===== src/rtl/param_readback.sv =====
// Word-serial readback of the package/unit-scope parameter table, one 32-bit beat per handshake.
// Optional feature: define PARAM_READBACK_CHECKSUM_EN to append an XOR checksum beat.
module param_readback #(
  parameter int DATA_W = 32
) (
  input  logic              clk,
  input  logic              rst,
  input  logic              i_req_valid,
  output logic              o_req_ready,
  input  logic [3:0]        i_req_id,
  output logic              o_rsp_valid,
  input  logic              i_rsp_ready,
  output logic [DATA_W-1:0] o_rsp_data,
  output logic              o_rsp_last,
  output logic              o_rsp_err,
  output logic              o_busy,
  output logic [1:0]        o_dbg_state
);

  // Handshake rule: a request transfers on a rising edge where i_req_valid && o_req_ready;
  // a beat transfers on a rising edge where o_rsp_valid && i_rsp_ready. The beat payload
  // is held unchanged while o_rsp_valid && !i_rsp_ready.

`ifdef PARAM_READBACK_CHECKSUM_EN
  localparam bit CSUM_EN = 1'b1;
`else
  localparam bit CSUM_EN = 1'b0;
`endif

  localparam logic [3:0]  ERR_ID      = 4'd15;
  localparam logic [31:0] ERR_WORD    = 32'hDEAD_BEEF;
  localparam logic [95:0] BIT600_LO   = 96'h000A364C_9849F829_8C66D659;
  localparam logic [7:0]  BYTE_P      = 8'd100;
  localparam logic [15:0] SHORTINT_P  = 16'hF618;  // 63000 truncated to 16 bits
  localparam logic [31:0] INT_P       = 32'd50;
  localparam logic [63:0] LONGINT_P   = 64'h0000011C_98C031CB;
  localparam logic [31:0] INTEGER_P   = 32'd125000;
  localparam logic [63:0] LOGIC130_LO = 64'h8C523EC7_DC553A2B;
  localparam logic [7:0]  REG8_P      = 8'd200;
  localparam logic [63:0] TIME_P      = 64'h00000002_540BE400;

  typedef enum logic [1:0] {
    S_IDLE   = 2'd0,
    S_STREAM = 2'd1,
    S_ERR    = 2'd2
  } state_t;

  function automatic logic [4:0] f_beats(input logic [3:0] id);
    case (id)
      4'd4:        f_beats = 5'd19;
      4'd8, 4'd12: f_beats = 5'd2;
      4'd10:       f_beats = 5'd5;
      default:     f_beats = 5'd1;
    endcase
  endfunction

  // Signed types are sign-extended to the beat; everything else zero-extends.
  function automatic logic [31:0] f_word(input logic [3:0] id, input logic [4:0] beat);
    logic b0;
    logic b1;
    b0 = (beat == 5'd0);
    b1 = (beat == 5'd1);
    f_word = 32'h0;
    case (id)
      4'd0:  if (b0) f_word = 32'd5;
      4'd1:  if (b0) f_word = 32'd8;
      4'd2:  if (b0) f_word = 32'd1;
      4'd3:  if (b0) f_word = 32'd3;
      4'd4: begin
        if (b0)                f_word = BIT600_LO[31:0];
        else if (b1)           f_word = BIT600_LO[63:32];
        else if (beat == 5'd2) f_word = BIT600_LO[95:64];
      end
      4'd5:  if (b0) f_word = {{24{BYTE_P[7]}}, BYTE_P};
      4'd6:  if (b0) f_word = {{16{SHORTINT_P[15]}}, SHORTINT_P};
      4'd7:  if (b0) f_word = INT_P;
      4'd8: begin
        if (b0)      f_word = LONGINT_P[31:0];
        else if (b1) f_word = LONGINT_P[63:32];
      end
      4'd9:  if (b0) f_word = INTEGER_P;
      4'd10: begin
        if (b0)      f_word = LOGIC130_LO[31:0];
        else if (b1) f_word = LOGIC130_LO[63:32];
      end
      4'd11: if (b0) f_word = {24'h0, REG8_P};
      4'd12: begin
        if (b0)      f_word = TIME_P[31:0];
        else if (b1) f_word = TIME_P[63:32];
      end
      4'd13: if (b0) f_word = 32'd11;
      4'd14: if (b0) f_word = 32'd4;
      default: f_word = 32'h0;
    endcase
  endfunction

  state_t      r_state;
  state_t      w_next_state;
  logic [3:0]  r_id;
  logic [4:0]  r_beat_cnt;
  logic        r_rsp_valid;
  logic [31:0] r_rsp_data;
  logic        r_rsp_last;
  logic        r_rsp_err;
  logic [31:0] r_csum;

  logic        w_req_hs;
  logic        w_rsp_hs;
  logic [4:0]  w_beats;
  logic [4:0]  w_next_cnt;
  logic [31:0] w_next_word;
  logic [31:0] w_first_word;
  logic        w_first_last;

  assign w_req_hs     = (r_state == S_IDLE) && i_req_valid;
  assign w_rsp_hs     = r_rsp_valid && i_rsp_ready;
  assign w_beats      = f_beats(r_id);
  assign w_next_cnt   = r_beat_cnt + 5'd1;
  assign w_next_word  = f_word(r_id, w_next_cnt);
  assign w_first_word = f_word(i_req_id, 5'd0);
  assign w_first_last = !CSUM_EN && (f_beats(i_req_id) == 5'd1);

  always_ff @(posedge clk or posedge rst) begin
    if (rst) r_state <= S_IDLE;
    else     r_state <= w_next_state;
  end

  // rsp_last marks the final beat in every mode, so it alone decides the return to IDLE.
  always_comb begin
    w_next_state = r_state;
    case (r_state)
      S_IDLE:   if (w_req_hs) w_next_state = (i_req_id == ERR_ID) ? S_ERR : S_STREAM;
      S_STREAM: if (w_rsp_hs && r_rsp_last) w_next_state = S_IDLE;
      S_ERR:    if (w_rsp_hs) w_next_state = S_IDLE;
      default:  w_next_state = S_IDLE;
    endcase
  end

  always_ff @(posedge clk or posedge rst) begin
    if (rst) begin
      r_id        <= 4'd0;
      r_beat_cnt  <= 5'd0;
      r_rsp_valid <= 1'b0;
      r_rsp_data  <= 32'h0;
      r_rsp_last  <= 1'b0;
      r_rsp_err   <= 1'b0;
      r_csum      <= 32'h0;
    end else begin
      case (r_state)
        S_IDLE: begin
          if (w_req_hs) begin
            r_id        <= i_req_id;
            r_beat_cnt  <= 5'd0;
            r_rsp_valid <= 1'b1;
            if (i_req_id == ERR_ID) begin
              r_rsp_data <= ERR_WORD;
              r_rsp_last <= 1'b1;
              r_rsp_err  <= 1'b1;
              r_csum     <= 32'h0;
            end else begin
              r_rsp_data <= w_first_word;
              r_rsp_last <= w_first_last;
              r_rsp_err  <= 1'b0;
              r_csum     <= w_first_word;
            end
          end
        end
        S_STREAM: begin
          if (w_rsp_hs) begin
            if (r_rsp_last) begin
              r_rsp_valid <= 1'b0;
              r_rsp_data  <= 32'h0;
              r_rsp_last  <= 1'b0;
            end else if (w_next_cnt < w_beats) begin
              r_beat_cnt <= w_next_cnt;
              r_rsp_data <= w_next_word;
              r_rsp_last <= !CSUM_EN && (w_next_cnt == w_beats - 5'd1);
              r_csum     <= r_csum ^ w_next_word;
            end else begin
              // Data exhausted but not last: only reachable with the checksum beat enabled.
              r_beat_cnt <= w_next_cnt;
              r_rsp_data <= r_csum;
              r_rsp_last <= 1'b1;
            end
          end
        end
        S_ERR: begin
          if (w_rsp_hs) begin
            r_rsp_valid <= 1'b0;
            r_rsp_data  <= 32'h0;
            r_rsp_last  <= 1'b0;
            r_rsp_err   <= 1'b0;
          end
        end
        default: r_rsp_valid <= 1'b0;
      endcase
    end
  end

  assign o_req_ready = (r_state == S_IDLE);
  assign o_busy      = (r_state != S_IDLE);
  assign o_rsp_valid = r_rsp_valid;
  assign o_rsp_data  = r_rsp_data;
  assign o_rsp_last  = r_rsp_last;
  assign o_rsp_err   = r_rsp_err;
  assign o_dbg_state = r_state;

endmodule


===== config.mk =====
export PLATFORM = sky130hd
export DESIGN_NAME = param_readback
export DESIGN_NICKNAME = d
export VERILOG_FILES = /design/src/rtl/param_readback.sv
export SDC_FILE = /design/constraint.sdc
export NUM_CORES = 1
export LEC_CHECK = 0
export ABC_CLOCK_PERIOD_IN_PS = 3400
export BUFFER_PORTS_ARGS = -buffer_cell sky130_fd_sc_hd__buf_2
export CORE_AREA = 5 5 120 122
export DETAILED_ROUTE_END_ITERATION = 8
export DIE_AREA = 0 0 125 127
export PLACE_DENSITY = 0.72
export SYNTH_ARGS = -nofsm -noshare
export SYNTH_HDL_FRONTEND = slang
export SYNTH_SLANG_ARGS = --single-unit
export TNS_END_PERCENT = 10

===== constraint.sdc =====
create_clock -name clk -period 3.4 [get_ports clk]
set_input_delay 0.34 -clock clk [delete_from_list [all_inputs] [get_ports clk]]
set_output_delay 0.34 -clock clk [all_outputs]
set_load 0.01 [all_outputs]

-- Word-level counts from Yosys, hierarchy flattened
Cells that the tools add are included.
- add/subtract/negate cells: 2
- $lt $le $gt $ge: 1
- eq/ne operators: 42
- mux-type cells: 60
- bitwise gates (word level): 1
- reduce and logical (&&, ||, !) cells: 20
- operator list (cell ; number):
    32-bit one-hot mux with 15 select lines ; 2
    32-bit two-way mux ; 17
    32-bit one-hot mux with 3 select lines ; 1
    32-bit one-hot mux with 2 select lines ; 1
    4-bit == test, second input constant ; 15
    4-bit by 3-bit == test with 1-bit output, second input constant ; 8
    32-bit bitwise XOR ; 1
    31-bit two-way mux ; 1
    5-bit one-hot mux with 3 select lines ; 2
    20-bit two-way mux ; 1
    17-bit two-way mux ; 1
    4-bit by 2-bit == test with 1-bit output, second input constant ; 4
    5-bit two-way mux ; 3
    1-bit two-way mux ; 12
    2-bit two-way mux ; 6
    2-bit inequality test, second input constant ; 6
    4-bit AND reduction ; 3
    5-bit by 1-bit == test with 1-bit output, second input constant ; 2
    5-bit one-hot mux with 2 select lines ; 1
    9-bit two-way mux ; 1
    4-bit by 1-bit == test with 1-bit output, second input constant ; 2
    4-bit logical NOT ; 2
    4-bit two-way mux ; 2
    8-bit two-way mux ; 1
    other kinds (23) ; 31
- flip-flop bits (word level): 78
- output and inout bits: 39
- word-level logic and storage cells: 134

-- Depth between registers and ports, before layout
- depth after elaboration: 11
- gate-level depth with buffers: 12

-- Worst setup path before layout
No wires, ideal clock.
- path type: reg-to-reg
- start point: reg r_id[2]
- end point: reg r_csum[30]
- library setup time: 104 ps
- arrival: 2758 ps
- required time: 3296 ps
- path slack: 538 ps
- cell stages (with the launch flop): 11
- buffers on the path: 2
- clock period less this slack: 2862 ps
- cell sequence: dfrtp_1 clkbuf_1 buf_1 o211ai_1 ha_1 nor2b_1 o21ai_0 a31oi_1 or4_1 mux2i_1 a221oi_1
- word-level cells in the longest chain between the ends: 7
- elaborated cells on any way between the ends: 26
- those cells by class: order compare (1); eq/ne (15); mux (6); bitwise (1); reduce/logical (3)
- RTL lines (element ; line ; source):
    start: declaration ; 99 ; logic [3:0] r_id;
    start signal: assignment ; 152 ; r_id <= i_req_id;
    branches (longest 7 deep; another with 5-bit < comparator) ; n/a ;
    end signal: assignment ; 164 ; r_csum <= w_first_word;
    end signal: assignment ; 178 ; r_csum <= r_csum ^ w_next_word;
    end: declaration ; 105 ; logic [31:0] r_csum;
Several ways; the timed one is not identified. The select of a mux whose other input is x is not followed.
A chain may end at the register's enable or synchronous reset.

-- Worst setup path in the final report
- start point: reg r_beat_cnt[0]
- end point: reg r_rsp_data[1] (netlist: o_rsp_data[1])
- word-level cells in the longest chain between the ends: 9
- elaborated cells on any way between the ends: 19
- those cells by class: add/sub (1); order compare (1); eq/ne (1); mux (15); reduce/logical (1)
- RTL lines (element ; line ; source):
    start: declaration ; 100 ; logic [4:0] r_beat_cnt;
    start signal: assignment ; 175 ; r_beat_cnt <= w_next_cnt;
    start signal: assignment ; 181 ; r_beat_cnt <= w_next_cnt;
    5-bit by 1-bit adder with 5-bit output (*) ; 118 ; assign w_next_cnt = r_beat_cnt + 5'd1;
    5-bit by 1-bit == test with 1-bit output ; 62 ; b1 = (beat == 5'd1);
    2-bit two-way mux (tied with other cells) ; 89 ; else if (b1) f_word = TIME_P[63:32];
    31-bit two-way mux (tied with other cells) ; 88 ; if (b0) f_word = TIME_P[31:0];
    32-bit one-hot mux with 15 select lines ; 64 ; case (id)
    32-bit two-way mux (*) ; 174 ; end else if (w_next_cnt < w_beats) begin
    32-bit two-way mux (*) ; 170 ; if (r_rsp_last) begin
    32-bit two-way mux (*) ; 169 ; if (w_rsp_hs) begin
    32-bit one-hot mux with 3 select lines (*) ; 149 ; case (r_state)
    end signal: assignment ; 161 ; r_rsp_data <= w_first_word;
    end signal: assignment ; 176 ; r_rsp_data <= w_next_word;
    end signal: assignment ; 182 ; r_rsp_data <= r_csum;
    end: declaration ; 102 ; logic [31:0] r_rsp_data;
Every way passes the cells marked *; elsewhere a longest branch is shown, timed or not. The select of a mux whose other input is x is not followed.

==> metrics.md <==
| Metric | Value |
|---|---|
| Largest area contributor in the netlist | `dfrtp_1` |
| Post-CTS Setup Inserts | `0` |
| Fin cells | `913` |
| GR Overflow Total | `0` |
| Largest net degree at the start of global routing | `60` |
| CTS tree | `built` |
| Die Area | `about 0.016 mm^2` |
| Arrival @ worst endpoint | `~3.4 ns` |
| Final Slew Violations | `0` |
| Via/cell ratio | `~6.6` |
| Final min period | `around 3.2 ns` |
| Synthesized area per cell | `8.14 um^2` |
| Number of max-cap violations | `0` |
| Synth cell types | `79` |
| Endpoints failing setup | `0` |
| Internal | `roughly 3.6 mW` |
| Comb power frac | `between 60 and 70%` |
| Placed Instances | `approximately 900` |
| CTS buffer count | `9` |
| CP max FO | `11` |
| GP Congestion | `roughly 0.94` |
| Vias in the first global route | `roughly 5800` |
| Critical Path RT | `between 3 and 4 ns` |
| EDFF count, synth | `0` |
| Post-route setup slack | `approximately 0.22 ns` |
| Primary FF master, synth | `dfrtp_1` |
| Core Footprint | `between 0.01 and 0.015 mm^2` |
| Post-DP Area | `between 0.006 and 0.007 mm^2` |
| CP Capture Type | `flop` |
| Clock Sinks | `approximately 80` |
| Synth area leaders | `dfrtp_1 (34%), a21oi_1 (6.9%), nand2_1 (4.1%)` |
| Layout Utilization | `approximately half` |
| LEAKAGE | `2.68 nW` |
| Path type of the worst setup path | `reg2reg` |
| Bufs on Longest Clock Path | `2` |
| Critical Path Sink | `o_rsp_data[1]$_DFFE_PP0P_` |
| Routed WL per cell | `between 20 and 25 um` |
| RSZ-0062 raised after global routing | `false` |
| Peak Freq | `approximately 310 MHz` |
| Post-layout total power | `7.26 mW` |
| Fin Hold WS | `roughly 0.22 ns` |
| Clock slew at reported path FFs | `approximately 0.060 ns` |
| Synth Instances | `just over 700` |
| Die Width | `roughly 130 um` |
| Reg2Reg Depth | `10` |
| #FFs+latches synth | `78` |
| DR pass1 iterations | `7` |
| Register area share after synthesis | `around a third` |
| Most common cell after layout, fill and taps aside | `a21oi_1` |
| Cell Area, Synth | `about 0.0057 mm^2` |
| H-tree Lvls | `3` |
| Post-DP HPWL | `~14000 um` |
| Clock network fraction of total power | `between 10% and 20%` |
| Initial Util | `43.9%` |
| Startpoint Class | `flop` |
| Status | `finished, final reports clean` |
| Hold Violations, Final | `0` |
| Share of layout cells above drive strength 1 | `between 15 and 20%` |
| Clk_skew | `about 0.012 ns` |
| Worst-Margin Slew | `around 1.0 ns` |
| Worst rel slew slack | `30.3%` |
| Die height | `around 130 um` |
| Cts hold-fix bufs | `0` |
| Setup WS pre-CTS | `about 0.26 ns` |
| Worst hold-check path type | `in2async` |
| # resized after CTS | `0` |
| Initial antenna violation count | `1` |
| Port Buffers | `46` |
| Setup_tns | `0 ns` |
| Overall Global Routing Usage | `between 20% and 30%` |
| Via count | `~6000` |
| Share of the synthesized area in the top cell type | `between 30 and 40%` |
| Asr flop ratio synth | `100%` |
| Yosys warning count | `0` |
| Design area | `around 0.0065 mm^2` |
| ANT cells | `0` |
| PD cells | `1110 mW/mm^2` |
| Routed wire length | `around 19000 um` |
| DRC Markers | `0` |
| R2R setup slack | `roughly 0.22 ns` |
| Synth Net Count | `between 700 and 800` |
| First-pass GRT wire length | `about 31000 um` |
| Row count | `42` |
| Switch share | `roughly half` |
| Worst r2r src | `r_beat_cnt[0]$_DFFE_PP0P_` |
| I/O Pins | `47` |
| Synthesis-to-layout area growth | `13.3%` |
| Root Driver | `clkbuf_16` |
| Most frequent cells in the layout | `a21oi_1 (79), dfrtp_1 (78), nand2_1 (63), nor2_1 (54), buf_2 (46)` |
| Layout Nets | `around 750` |
| Worst-skew pair later-pin latency | `~0.34 ns` |
| RR Endpoint | `o_rsp_data[1]$_DFFE_PP0P_` |
| Crit path from | `r_beat_cnt[0]$_DFFE_PP0P_` |
| Maximum VDD drop | `around 0.73 mV` |
| Post-route antenna net violation count | `0` |
| Fin crit share | `roughly 93%` |
| Iter 0 DRT Violations | `approximately 730` |
| Sequential power share | `about a quarter` |
| NetSw | `3.68 mW` |
layer usage:
layer,share of wire [%],GRT usage (%),vias up,routed length [um]
met5,0.067,0,-,13
met4,3.6,10.6,2,707
met3,9.1,5.97,48,1770
met2,46,37.6,338,8890
met1,41,32.0,2892,8050
li1,-,-,2703,-
synthesized netlist by cell type (all sizes together), types with 11 or more instances:
library cell  instances
nand2b               15
ha                   12
o21ai                55
nor2                 55
nand3                26
buf                  19
dfrtp                78
mux2i                13
a21oi                81
a211oi               17
o211ai               17
o22ai                11
inv                  17
nand2                63
clkbuf               41
nor3                 21
worst max-delay path, cell delays in order (launching register included):
cell	delay, ns
dfrtp_1	0.54
inv_1	0.08
ha_1	0.34
ha_1	0.29
nor2b_1	0.12
o21ai_0	0.42
a31oi_4	0.26
buf_4	0.25
a21oi_1	0.45
a21oi_1	0.12
o211ai_1	0.20
worst min path at each step:
| stage | from | end | slack, ns | cells after the start |
|---|---|---|---|---|
| floorplan | r_csum[4]$_DFFE_PP0P_ | r_csum[4]$_DFFE_PP0P_ | 0.49 | 1 |
| global placement | o_rsp_data[19]$_DFFE_PP0P_ | o_rsp_data[19]$_DFFE_PP0P_ | 0.47 | 1 |
| detailed placement | o_rsp_data[19]$_DFFE_PP0P_ | o_rsp_data[19]$_DFFE_PP0P_ | 0.48 | 1 |
| CTS | rst | o_rsp_err$_DFFE_PP0P_ | 0.25 | 2 |
| global route | rst | r_csum[31]$_DFFE_PP0P_ | 0.30 | 2 |
| finish | rst | o_rsp_data[27]$_DFFE_PP0P_ | 0.22 | 2 |
power groups by stage:
stage | sequential (mW) | combinational, mW | clock, mW
detailed placement | 1.77 | 4.33 | 0
global route | 1.83 | 4.83 | 1.09
global placement | 1.74 | 4.22 | 0
floorplan | 1.71 | 2.95 | 0
finish | 1.77 | 4.46 | 1.03
CTS | 1.76 | 4.36 | 1.03
logic make-up after synthesis:
family / Yosys count / share of synthesized area (%)
AOI/OAI and AO/OA: 270 / 31.0
xor gates and xnor gates: 12 / 2.07
adders and majority gates: 13 / 2.79
buffers and inverters: 77 / 5.64
DFF: 78 / 33.9
muxes: 19 / 3.44
and+or+nand+nor: 237 / 21.1
layout make-up:
type | instances | area, um^2
flip-flops and latches | 78 | 1950
multi-input cells | 551 | 3500
clock buffers | 12 | 267
clock inverters | 4 | 51.3
repair buffers | 75 | 460
inverters | 17 | 65.1
fillers | 1233 | 6570
well taps | 176 | 220
state kept, by name, summed over array words and instances (netlist names):
register     count
o_rsp_data      32
o_rsp_last       1
r_csum          32
o_rsp_valid      1
r_id             4
o_rsp_err        1
o_dbg_state      2
r_beat_cnt       5
No activity file was read; power rests on OpenSTA's default activity.
